## src/rtl/mup_pkg.sv

```systemverilog
// mup_pkg: shared types and constants for the mup fetch stage.
//   fetch_state_e : fetch FSM states (IDLE, REQ, WAIT)
//   fetch_entry_t : one prefetch FIFO entry, {pc, instr}
//   OPC_W         : opcode field width, taken from the top of the instruction
//   RST_VEC_DEF / INT_VEC_DEF : default reset and interrupt vectors
// The entry struct is sized by PC_W / INSTR_W, so mup_fetch must be built
// with AW == PC_W and DW == INSTR_W.
package mup_pkg;

  localparam int PC_W    = 8;
  localparam int INSTR_W = 16;
  localparam int OPC_W   = 4;

  localparam logic [PC_W-1:0] RST_VEC_DEF = 8'h00;
  localparam logic [PC_W-1:0] INT_VEC_DEF = 8'hF0;

  typedef enum logic [1:0] {
    IDLE = 2'd0,
    REQ  = 2'd1,
    WAIT = 2'd2
  } fetch_state_e;

  typedef struct packed {
    logic [PC_W-1:0]    pc;
    logic [INSTR_W-1:0] instr;
  } fetch_entry_t;

  function automatic logic [OPC_W-1:0] opcode_of(input logic [INSTR_W-1:0] instr);
    return instr[INSTR_W-1 -: OPC_W];
  endfunction

endpackage

```

## src/rtl/mup_fetch_fifo.sv

```systemverilog
// mup_fetch_fifo: synchronous prefetch FIFO of fetch_entry_t with a
// registered head.
//   clk, rst_n      : clock, asynchronous active-low reset
//   push, wdata     : write one entry (caller guarantees not full)
//   pop             : remove the head (ignored when empty)
//   flush           : drop all entries; wins over push and pop
//   count           : number of stored entries
//   head_valid/head : registered head entry, updated on the same edge
//                     that changes the FIFO contents
module mup_fetch_fifo
  import mup_pkg::*;
#(
  parameter int DEPTH = 4
) (
  input  logic                     clk,
  input  logic                     rst_n,
  input  logic                     push,
  input  fetch_entry_t             wdata,
  input  logic                     pop,
  input  logic                     flush,
  output logic [$clog2(DEPTH):0]   count,
  output logic                     head_valid,
  output fetch_entry_t             head
);

  localparam int PW = $clog2(DEPTH);
  localparam int CW = PW + 1;

  fetch_entry_t  mem [DEPTH];
  logic [PW-1:0] rd_ptr;
  logic [PW-1:0] wr_ptr;
  logic          do_pop;
  logic [PW-1:0] rd_next;
  logic [CW-1:0] count_next;
  fetch_entry_t  head_next;

  assign do_pop = pop & head_valid;

  // The next head is read from the array at the advanced read pointer,
  // except when the FIFO drains to nothing this cycle: then the entry being
  // pushed is not yet in the array and is forwarded straight to the head.
  always_comb begin
    rd_next    = rd_ptr + PW'(do_pop);
    count_next = count + CW'(push) - CW'(do_pop);
    head_next  = mem[rd_next];
    if ((count - CW'(do_pop)) == '0) head_next = wdata;
  end

  always_ff @(posedge clk) begin
    if (push && !flush) mem[wr_ptr] <= wdata;
  end

  always_ff @(posedge clk or negedge rst_n) begin
    if (!rst_n) begin
      rd_ptr     <= '0;
      wr_ptr     <= '0;
      count      <= '0;
      head_valid <= 1'b0;
      head       <= '0;
    end else if (flush) begin
      rd_ptr     <= '0;
      wr_ptr     <= '0;
      count      <= '0;
      head_valid <= 1'b0;
    end else begin
      if (push) wr_ptr <= wr_ptr + PW'(1);
      rd_ptr     <= rd_next;
      count      <= count_next;
      head_valid <= (count_next != '0);
      if (count_next != '0) head <= head_next;
    end
  end

endmodule

```

## src/rtl/mup_fetch.sv

```systemverilog
// mup_fetch: instruction-fetch stage feeding the mup_opr core.
// Issues single-outstanding memory reads from fetch_pc, buffers {pc, instr}
// in a prefetch FIFO and offers the head to the core. Handles branch
// redirects and interrupt entry (redirect to INT_VEC with ack pulse).
// Ports:
//   clk, rst_n                       : clock, asynchronous active-low reset
//   en                               : fetch enable (in-flight read always completes)
//   int_req / int_ack / int_ret_pc   : interrupt request, entry pulse, return PC
//   mem_req/mem_addr/mem_gnt         : read request channel
//   mem_rvalid/mem_rdata             : read response channel
//   redir_valid/redir_pc             : redirect from the core
//   ir_valid/ir_ready/ir_out/pc_out/dcop_out : instruction port to the core
//   fetch_state                      : current FSM state (debug)
// Optional build macro MUP_FETCH_PERF_EN adds perf_fetch_cnt (accepted
// pushes) and perf_stall_cnt (cycles with en=1 and no valid head), both
// saturating 16-bit counters.
//
// Instruction port handshake: ir_valid/ir_out/pc_out/dcop_out come from
// registers and are held stable until the core takes them; an entry is
// transferred on every rising edge where ir_valid and ir_ready are both 1.
// ir_ready may depend on ir_valid, never the reverse. A flush may withdraw
// ir_valid without a transfer.
module mup_fetch
  import mup_pkg::*;
#(
  parameter int              AW      = PC_W,
  parameter int              DW      = INSTR_W,
  parameter int              DEPTH   = 4,
  parameter logic [AW-1:0]   RST_VEC = RST_VEC_DEF,
  parameter logic [AW-1:0]   INT_VEC = INT_VEC_DEF
) (
  input  logic              clk,
  input  logic              rst_n,
  input  logic              en,
  input  logic              int_req,
  output logic              int_ack,
  output logic [AW-1:0]     int_ret_pc,
  output logic              mem_req,
  output logic [AW-1:0]     mem_addr,
  input  logic              mem_gnt,
  input  logic              mem_rvalid,
  input  logic [DW-1:0]     mem_rdata,
  input  logic              redir_valid,
  input  logic [AW-1:0]     redir_pc,
  output logic              ir_valid,
  input  logic              ir_ready,
  output logic [DW-1:0]     ir_out,
  output logic [AW-1:0]     pc_out,
  output logic [OPC_W-1:0]  dcop_out,
  output fetch_state_e      fetch_state
`ifdef MUP_FETCH_PERF_EN
  ,
  output logic [15:0]       perf_fetch_cnt,
  output logic [15:0]       perf_stall_cnt
`endif
);

  localparam int CW   = $clog2(DEPTH) + 1;
  localparam int CA_W = CW + 1;

  fetch_state_e  state;
  logic [AW-1:0] fetch_pc;
  logic [AW-1:0] req_pc;
  logic          discard;
  logic          int_active;

  logic [CW-1:0] count;
  logic          head_valid;
  fetch_entry_t  head;
  fetch_entry_t  wdata;

  logic          pop;
  logic          push;
  logic          int_take;
  logic          flush;
  logic [AW-1:0] flush_pc;
  logic [CA_W-1:0] count_after;
  logic          room;

  assign pop      = head_valid & ir_ready;
  assign int_take = int_req & en & ~int_active;
  assign flush    = int_take | redir_valid;
  // Interrupt entry wins over a redirect in the same cycle.
  assign flush_pc = int_take ? INT_VEC : redir_pc;
  // A response arriving in a flush cycle belongs to the old stream.
  assign push     = (state == WAIT) & mem_rvalid & ~discard & ~flush;

  assign wdata.pc    = req_pc;
  assign wdata.instr = mem_rdata;

  // Occupancy as it will be after this edge. New reads are only issued while
  // this leaves a free slot, which is what keeps every push from overflowing.
  always_comb begin
    count_after = {1'b0, count} + CA_W'(push) - CA_W'(pop);
    if (flush) count_after = '0;
    room = en & (count_after < CA_W'(DEPTH));
  end

  mup_fetch_fifo #(.DEPTH(DEPTH)) u_fifo (
    .clk        (clk),
    .rst_n      (rst_n),
    .push       (push),
    .wdata      (wdata),
    .pop        (pop),
    .flush      (flush),
    .count      (count),
    .head_valid (head_valid),
    .head       (head)
  );

  always_ff @(posedge clk or negedge rst_n) begin
    if (!rst_n) begin
      state    <= IDLE;
      mem_req  <= 1'b0;
      fetch_pc <= RST_VEC;
      req_pc   <= '0;
      discard  <= 1'b0;
    end else begin
      case (state)
        IDLE: begin
          if (flush) fetch_pc <= flush_pc;
          if (room) begin
            state   <= REQ;
            mem_req <= 1'b1;
          end
        end
        REQ: begin
          if (mem_gnt) begin
            // A flush alongside the grant marks this read stale.
            req_pc   <= fetch_pc;
            fetch_pc <= flush ? flush_pc : fetch_pc + AW'(1);
            discard  <= flush;
            state    <= WAIT;
            mem_req  <= 1'b0;
          end else if (flush) begin
            fetch_pc <= flush_pc;
          end
        end
        WAIT: begin
          if (flush) begin
            fetch_pc <= flush_pc;
            discard  <= 1'b1;
          end
          if (mem_rvalid) begin
            discard <= 1'b0;
            if (room) begin
              state   <= REQ;
              mem_req <= 1'b1;
            end else begin
              state   <= IDLE;
            end
          end
        end
        default: begin
          state   <= IDLE;
          mem_req <= 1'b0;
        end
      endcase
    end
  end

  // int_active blocks re-entry until int_req has been seen low once.
  always_ff @(posedge clk or negedge rst_n) begin
    if (!rst_n) begin
      int_active <= 1'b0;
      int_ack    <= 1'b0;
      int_ret_pc <= '0;
    end else begin
      int_ack <= int_take;
      if (int_take) begin
        int_active <= 1'b1;
        int_ret_pc <= redir_valid ? redir_pc : (head_valid ? head.pc : fetch_pc);
      end else if (int_active && !int_req) begin
        int_active <= 1'b0;
      end
    end
  end

`ifdef MUP_FETCH_PERF_EN
  always_ff @(posedge clk or negedge rst_n) begin
    if (!rst_n) begin
      perf_fetch_cnt <= '0;
      perf_stall_cnt <= '0;
    end else begin
      if (push && perf_fetch_cnt != 16'hFFFF) perf_fetch_cnt <= perf_fetch_cnt + 16'd1;
      if (!head_valid && en && perf_stall_cnt != 16'hFFFF) perf_stall_cnt <= perf_stall_cnt + 16'd1;
    end
  end
`endif

  assign mem_addr    = fetch_pc;
  assign ir_valid    = head_valid;
  assign ir_out      = head.instr;
  assign pc_out      = head.pc;
  assign dcop_out    = opcode_of(head.instr);
  assign fetch_state = state;

endmodule

```

## config.mk

```make
export PLATFORM = sky130hd
export DESIGN_NAME = mup_fetch
export DESIGN_NICKNAME = d
export VERILOG_FILES = /design/src/rtl/mup_pkg.sv /design/src/rtl/mup_fetch_fifo.sv /design/src/rtl/mup_fetch.sv
export SDC_FILE = /design/constraint.sdc
export NUM_CORES = 1
export LEC_CHECK = 0
export ABC_AREA = 0
export CAP_MARGIN = 5
export CORE_UTILIZATION = 35
export CTS_BUF_LIST = sky130_fd_sc_hd__clkbuf_4
export CTS_CLUSTER_SIZE = 10
export DETAILED_ROUTE_END_ITERATION = 8
export PLACE_DENSITY_LB_ADDON = 0.05
export SYNTH_ARGS = -nofsm -noshare
export SYNTH_HDL_FRONTEND = slang
export SYNTH_SLANG_ARGS = --single-unit
```

## constraint.sdc

```tcl
create_clock -name clk -period 8.2 [get_ports clk]
set_input_delay 0.82 -clock clk [delete_from_list [all_inputs] [get_ports clk]]
set_output_delay 0.82 -clock clk [all_outputs]
set_load 0.05 [all_outputs]
```

==> results of run 1 <==
registers in the layout, summed over array words and instances (netlist names), 2 cells and up:
register,cells
fetch_state,2
int_ret_pc,8
mem_addr,8
req_pc,8
u_fifo.count,3
u_fifo.head,24
u_fifo.mem,96
u_fifo.rd_ptr,2
u_fifo.wr_ptr,2
per-stage QoR:
step	setup slack (ns)	cells
after floorplan	5.06	459
after global placement	3.52	775
after detailed placement	3.31	775
after CTS	3.92	807
after global routing	3.61	808
final	3.90	808
worst max-delay path, stage by stage:
cell,delay [ns]
clkdlybuf4s50_1,0.93
nor2_1,0.68
and2_1,0.22
ha_1,0.19
inv_1,0.06
fa_1,0.41
xor2_1,0.25
a311o_2,0.87
o21ai_0,0.22
area by class of cell:
type                            count  area, sq um  area share
Sequential cell                   158         4430       0.544
Multi-Input combinational cell    258         2160       0.266
Timing Repair Buffer               85          833       0.102
Tap cell                          260          325      0.0399
Clock inverter                     14          196      0.0241
Clock buffer                       18          135      0.0166
Inverter                           14         52.6     0.00645
Antenna cell                        1         2.50    0.000307
worst paths after layout:
kind                       cells after the start  slack (ns)            from               end
max in group asynchronous                      2        7.14           rst_n   u_fifo.head[21]
max reg2reg                                    8        4.14  fetch_state[1]    u_fifo.head[7]
min                                            2        0.47           rst_n  u_fifo.wr_ptr[1]
min reg2reg                                    1        0.49      int_active        int_active
max                                            9        3.90     redir_valid    u_fifo.head[7]
min in group clk                               1        0.49      int_active        int_active
cell families (layout without fill, tap and decap cells):
logic type               count (synthesis)  after routing  synth area share
flip-flops                             158            158             0.648
other                                    0              1                 0
XOR/XNOR                                 4              4           0.00622
multiplexers                            65             65             0.144
AO/OA/AOI/OAI                           75             75            0.0666
adder cells (fa/ha/maj)                 13             13            0.0249
buffers and inverters                   43            131            0.0373
AND/OR/NAND/NOR                        101            101            0.0723
power by group through the flow:
| stage | sequential, uW | combinational, uW | clock [uW] |
|---|---|---|---|
| after floorplan | 1420 | 613 | 0 |
| after global placement | 1170 | 1200 | 0 |
| after detailed placement | 1170 | 1210 | 0 |
| after CTS | 1160 | 1210 | 561 |
| after global routing | 1180 | 1280 | 596 |
| final | 1150 | 1190 | 542 |
cell usage in the layout, fill, tap and decap left out, drive strengths merged, types with 2 or more instances in the layout:
master / instances
o31ai: 3
inv: 15
nand2: 46
a211oi: 5
clkinv: 7
and2: 5
xor2: 2
a31oi: 2
nand4: 3
clkbuf: 18
edfxtp: 96
mux2i: 33
bufinv: 5
a21oi: 11
nand3: 5
nor2: 20
nand2b: 3
o221ai: 3
dfrtp: 62
and3: 6
o21ai: 39
xnor2: 2
mux2: 8
nor3: 3
a21boi: 2
buf: 6
clkdlybuf4s50: 79
mux4: 24
nor2b: 4
ha: 12
nand4b: 3
per-layer routing:
metal | global-route usage | routed length, microns | up-vias
met5 | 0 | 0 | -
met4 | 0.0357 | 97 | 0
met3 | 0.0398 | 517 | 4
met2 | 0.265 | 7380 | 67
met1 | 0.212 | 7030 | 2021
li1 | - | - | 1881
==> impl_metrics.json, run 1 <==
{
  "status": "finished clean",
  "clockRootBuffer": "clkbuf_4",
  "worstPathRequired_ns": 8.58,
  "avgSynthCellArea_sq_um": 14.9,
  "synth-edff-count": 96,
  "worst_skew_pair.late_latency_ns": 0.53,
  "dieArea_sq_um": 20100,
  "relSlewSlack": 0.220,
  "p_leak_uw": 0.00300,
  "htree_levels": 4,
  "whs_ns": 0.471,
  "p_per_area_nw_per_um2": 354,
  "clockPowerShare": 0.188,
  "hpwl_microns": 9040,
  "cts_tree": "done",
  "wl_per_cell_microns": 18.6,
  "yosysSeqAreaShare": 0.648,
  "ant_nets": 0,
  "stdcell_area_sq_um": 8140,
  "setup.worst_path.class": "in -> reg",
  "ys_warn_count": 0,
  "yosys.area.top_type_share": 0.422,
  "report.power.total_uw": 2880,
  "cts_resized": 0,
  "finalSetupViolCount": 0,
  "syn_inst": 459,
  "synthTopCellsByArea": "edfxtp_1, dfrtp_1, mux4_2",
  "fin_nets": 579,
  "first_global_vias": 4099,
  "drive_above_1_share": 0.122,
  "place_area_sq_um": 7810,
  "cap_violations": 0,
  "antenna_found_initial": 1,
  "fin_util": 0.430,
  "core-area_sq_um": 19000,
  "grt_max_degree": 63,
  "vdd_ir_drop_max_mv": 0.157,
  "dr_total_vias": 3973,
  "numPortBuffers": 80,
  "synth_most_common_cell": "edfxtp_1",
  "synth_top_cell_by_area": "edfxtp_1",
  "crit_fanout": 49,
  "p_comb_frac": 0.412,
  "power.internal_uw": 1720,
  "fp.dieH_microns": 142,
  "cts_buffer_depth": 2,
  "grt_overflow": 0,
  "hold_viol": 0,
  "ys_ff_latch": 158,
  "cp-start-kind": "primary input",
  "detail_route.first_pass.iterations": 4,
  "cts.hold.buffers_added": 0,
  "io-pin-count": 81,
  "clock_sinks": 158,
  "hold_path_class": "in -> async",
  "swShare": 0.402,
  "post-route-period-util": 0.525,
  "syn-num-nets": 504,
  "finalSetupTns_ns": 0,
  "area_delta_synth_final_pct": 19.1,
  "drc": 0,
  "worstPathArrival_ns": 4.68,
  "fillers": 1741,
  "finClkSkew_ns": 0.0130,
  "p_sw_uw": 1160,
  "worstMarginPinSlew_ns": 1.15,
  "max_freq_ghz": 0.232,
  "vias_per_cell": 4.92,
  "rsz0062_at_grt": "false",
  "grt_usage": 0.160,
  "synth_common_cells": "edfxtp_1, dfrtp_1, nand2_1",
  "fp.dieW_microns": 142,
  "endpoint_kind": "flip-flop",
  "place.gp.congestion": 0.766,
  "maxSlewViolCount": 0,
  "initial_core_util": 0.361,
  "synthFlopType": "edfxtp_1",
  "post_cts_buffers": 0,
  "cts_inserted_buffers": 17,
  "drt_iter0_markers": 144,
  "async_flop_share": 0.392,
  "grt_pass1_wl_microns": 23500,
  "clk_pin_slew_ns": 0.13,
  "num_rows": 50,
  "syn_area_sq_um": 6840,
  "routed_wl_microns": 15000,
  "p_seq_frac": 0.400,
  "ys_types": 51,
  "post-route-min-period_ns": 4.30
}
Note: power is estimated with default switching activity, not from simulation.
==> inputs of run 2 (changes only) <==
clock period = 3.73 ns   (was 8.2 ns; I/O delays follow)
==> impl_metrics.json, run 2 (synthesis gave the netlist of run 1 again) <==
{
  "status": "finished clean",
  "clockRootBuffer": "clkbuf_4",
  "worstPathRequired_ns": 4.14,
  "fin_nets": 591,
  "antenna_found_initial": 1,
  "dr_total_vias": 4013,
  "use_met3": 0.0327,
  "hold_viol": 0,
  "met1_usage": 0.217,
  "largest-register": "u_fifo.mem",
  "clk_pin_slew_ns": 0.13,
  "cts_buffer_depth": 2,
  "cp_top_family": "simple AND/OR/NAND/NOR gates",
  "numPortBuffers": 80,
  "mostFrequentLayoutCells": "edfxtp_1, clkdlybuf4s50_1, dfrtp_1, nand2_1, mux2i_1",
  "vdd_ir_drop_max_mv": 0.359,
  "core-area_sq_um": 19000,
  "grt_pass1_wl_microns": 24100,
  "detail_route.first_pass.iterations": 5,
  "grt_usage": 0.162,
  "relSlewSlack": 0.507,
  "place.gp.congestion": 0.764,
  "top_usage_layer": "met2",
  "cp-start-kind": "flip-flop",
  "endpoint_kind": "flip-flop",
  "num_rows": 50,
  "ant_nets": 0,
  "fp.dieW_microns": 142,
  "crit_fanout": 49,
  "cts_tree": "done",
  "grt_max_degree": 50,
  "routed_wl_microns": 14900,
  "crit_path_start": "fetch_state[1]",
  "post-route-min-period_ns": 3.18,
  "p_leak_uw": 0.00303,
  "worst_skew_pair.late_latency_ns": 0.54,
  "critical_path_buf_inv_count": 2,
  "largest_reg_flops": 96,
  "fin_util": 0.432,
  "cts_resized": 0,
  "finalSetupViolCount": 0,
  "vias_per_cell": 4.89,
  "hpwl_microns": 9680,
  "grtUsageMet2": 0.263,
  "wl_per_cell_microns": 18.1,
  "dieArea_sq_um": 20100,
  "htree_levels": 4,
  "initial_core_util": 0.361,
  "fillers": 1759,
  "p_per_area_nw_per_um2": 757,
  "max_freq_ghz": 0.314,
  "first_global_vias": 4267,
  "largestRegisters": "u_fifo.mem: 96 flops, u_fifo.head: 24 flops",
  "fp.dieH_microns": 142,
  "clock_sinks": 158,
  "io-pin-count": 81,
  "worstMarginPinSlew_ns": 0.739,
  "cts_inserted_buffers": 17,
  "crit_chain": "nor4bb_1 -> and2_1 -> ha_1 -> inv_1 -> fa_1 -> xor2_1 -> a311o_2 -> buf_4 -> nand2_1 -> o21ai_1",
  "hold_path_class": "in -> async",
  "finClkSkew_ns": 0.0211,
  "slowest_delay_ns": 0.61,
  "area_delta_synth_final_pct": 19.7,
  "slowest_stage": "dfrtp_1",
  "final_common_cell": "edfxtp_1",
  "worstPathArrival_ns": 3.59,
  "drt_iter0_markers": 217,
  "drive_above_1_share": 0.141,
  "drc": 0,
  "rsz0062_at_grt": "false",
  "reg2reg_from": "fetch_state[1]",
  "cap_violations": 0,
  "grt_overflow": 0,
  "post-route-period-util": 0.853,
  "finalSetupTns_ns": 0,
  "maxSlewViolCount": 0,
  "setup.worst_path.class": "reg -> reg"
}
==> run 2: cell count changes in the layout (fill, tap and decap cells not counted), sizes merged <==
cell	change
dlygate4sd3	+1
inv	+3
buf	+11
clkinvlp	+2
bufinv	-3
clkinv	-2
diode	+1
==> run 2: cell type report <==
cell class	count	area, sq um	area share
clock inverter	14	141	0.0173
timing repair buffer	97	926	0.113
clock buffer	18	135	0.0165
multi-input combinational	258	2160	0.264
inverter	14	52.6	0.00642
antenna	2	5.00	0.000612
sequential	158	4430	0.542
tap	260	325	0.0397
==> run 2: what timing repair did <==
| item | in CTS | in global routing |
|---|---|---|
| hold buffers | 1 | 0 |
| endpoints found under the hold margin | 29 | 0 |
| buffers inserted | 0 | 0 |
==> run 2: routing by layer <==
| metal | wire (microns) | vias to the layer above |
|---|---|---|
| li1 | - | 1897 |
| met1 | 7010 | 2034 |
| met2 | 7210 | 67 |
| met3 | 445 | 15 |
| met4 | 194 | 0 |
| met5 | 0 | - |
==> run 2: power breakdown <==
| part | internal, uW | leakage [uW] | switching, uW |
|---|---|---|---|
| registers | 2180 | 0.00164 | 326 |
| logic | 1030 | 0.00125 | 1630 |
| clock network | 406 | 0.000144 | 615 |
| total | 3630 | 0.00303 | 2570 |
==> run 2: stage by stage <==
stage,hold slack (ns),cells,instance area [sq um],power [uW],setup WS [ns]
final,0.419,821,8180,6190,0.549
after global routing,0.428,821,8180,6580,0.317
after CTS,0.408,819,8180,6310,0.492
after detailed placement,0.474,786,7890,5270,0.308
after global placement,0.465,786,7890,5250,0.329
after floorplan,0.0774,459,6840,4460,0.607
==> run 2: final timing paths <==
path / cells past startpoint / end / slack (ns)
setup / recovery: 10 / u_fifo.head[12] / 0.55
hold / removal: 2 / fetch_state[0] / 0.42
setup reg to reg: 10 / u_fifo.head[12] / 0.55
hold reg to reg: 2 / int_ret_pc[5] / 0.49
max in group asynchronous: 3 / req_pc[5] / 2.38
min in group clk: 2 / int_active / 0.46
==> run 2: worst reg2reg max path, delay by kind of cell (launching register included) <==
kind | cells | cell delay (ns)
buf+inv | 2 | 0.35
fa+ha+maj | 2 | 0.60
simple gates | 3 | 0.85
flops | 1 | 0.61
compound gates | 2 | 0.47
xor+xnor | 1 | 0.19
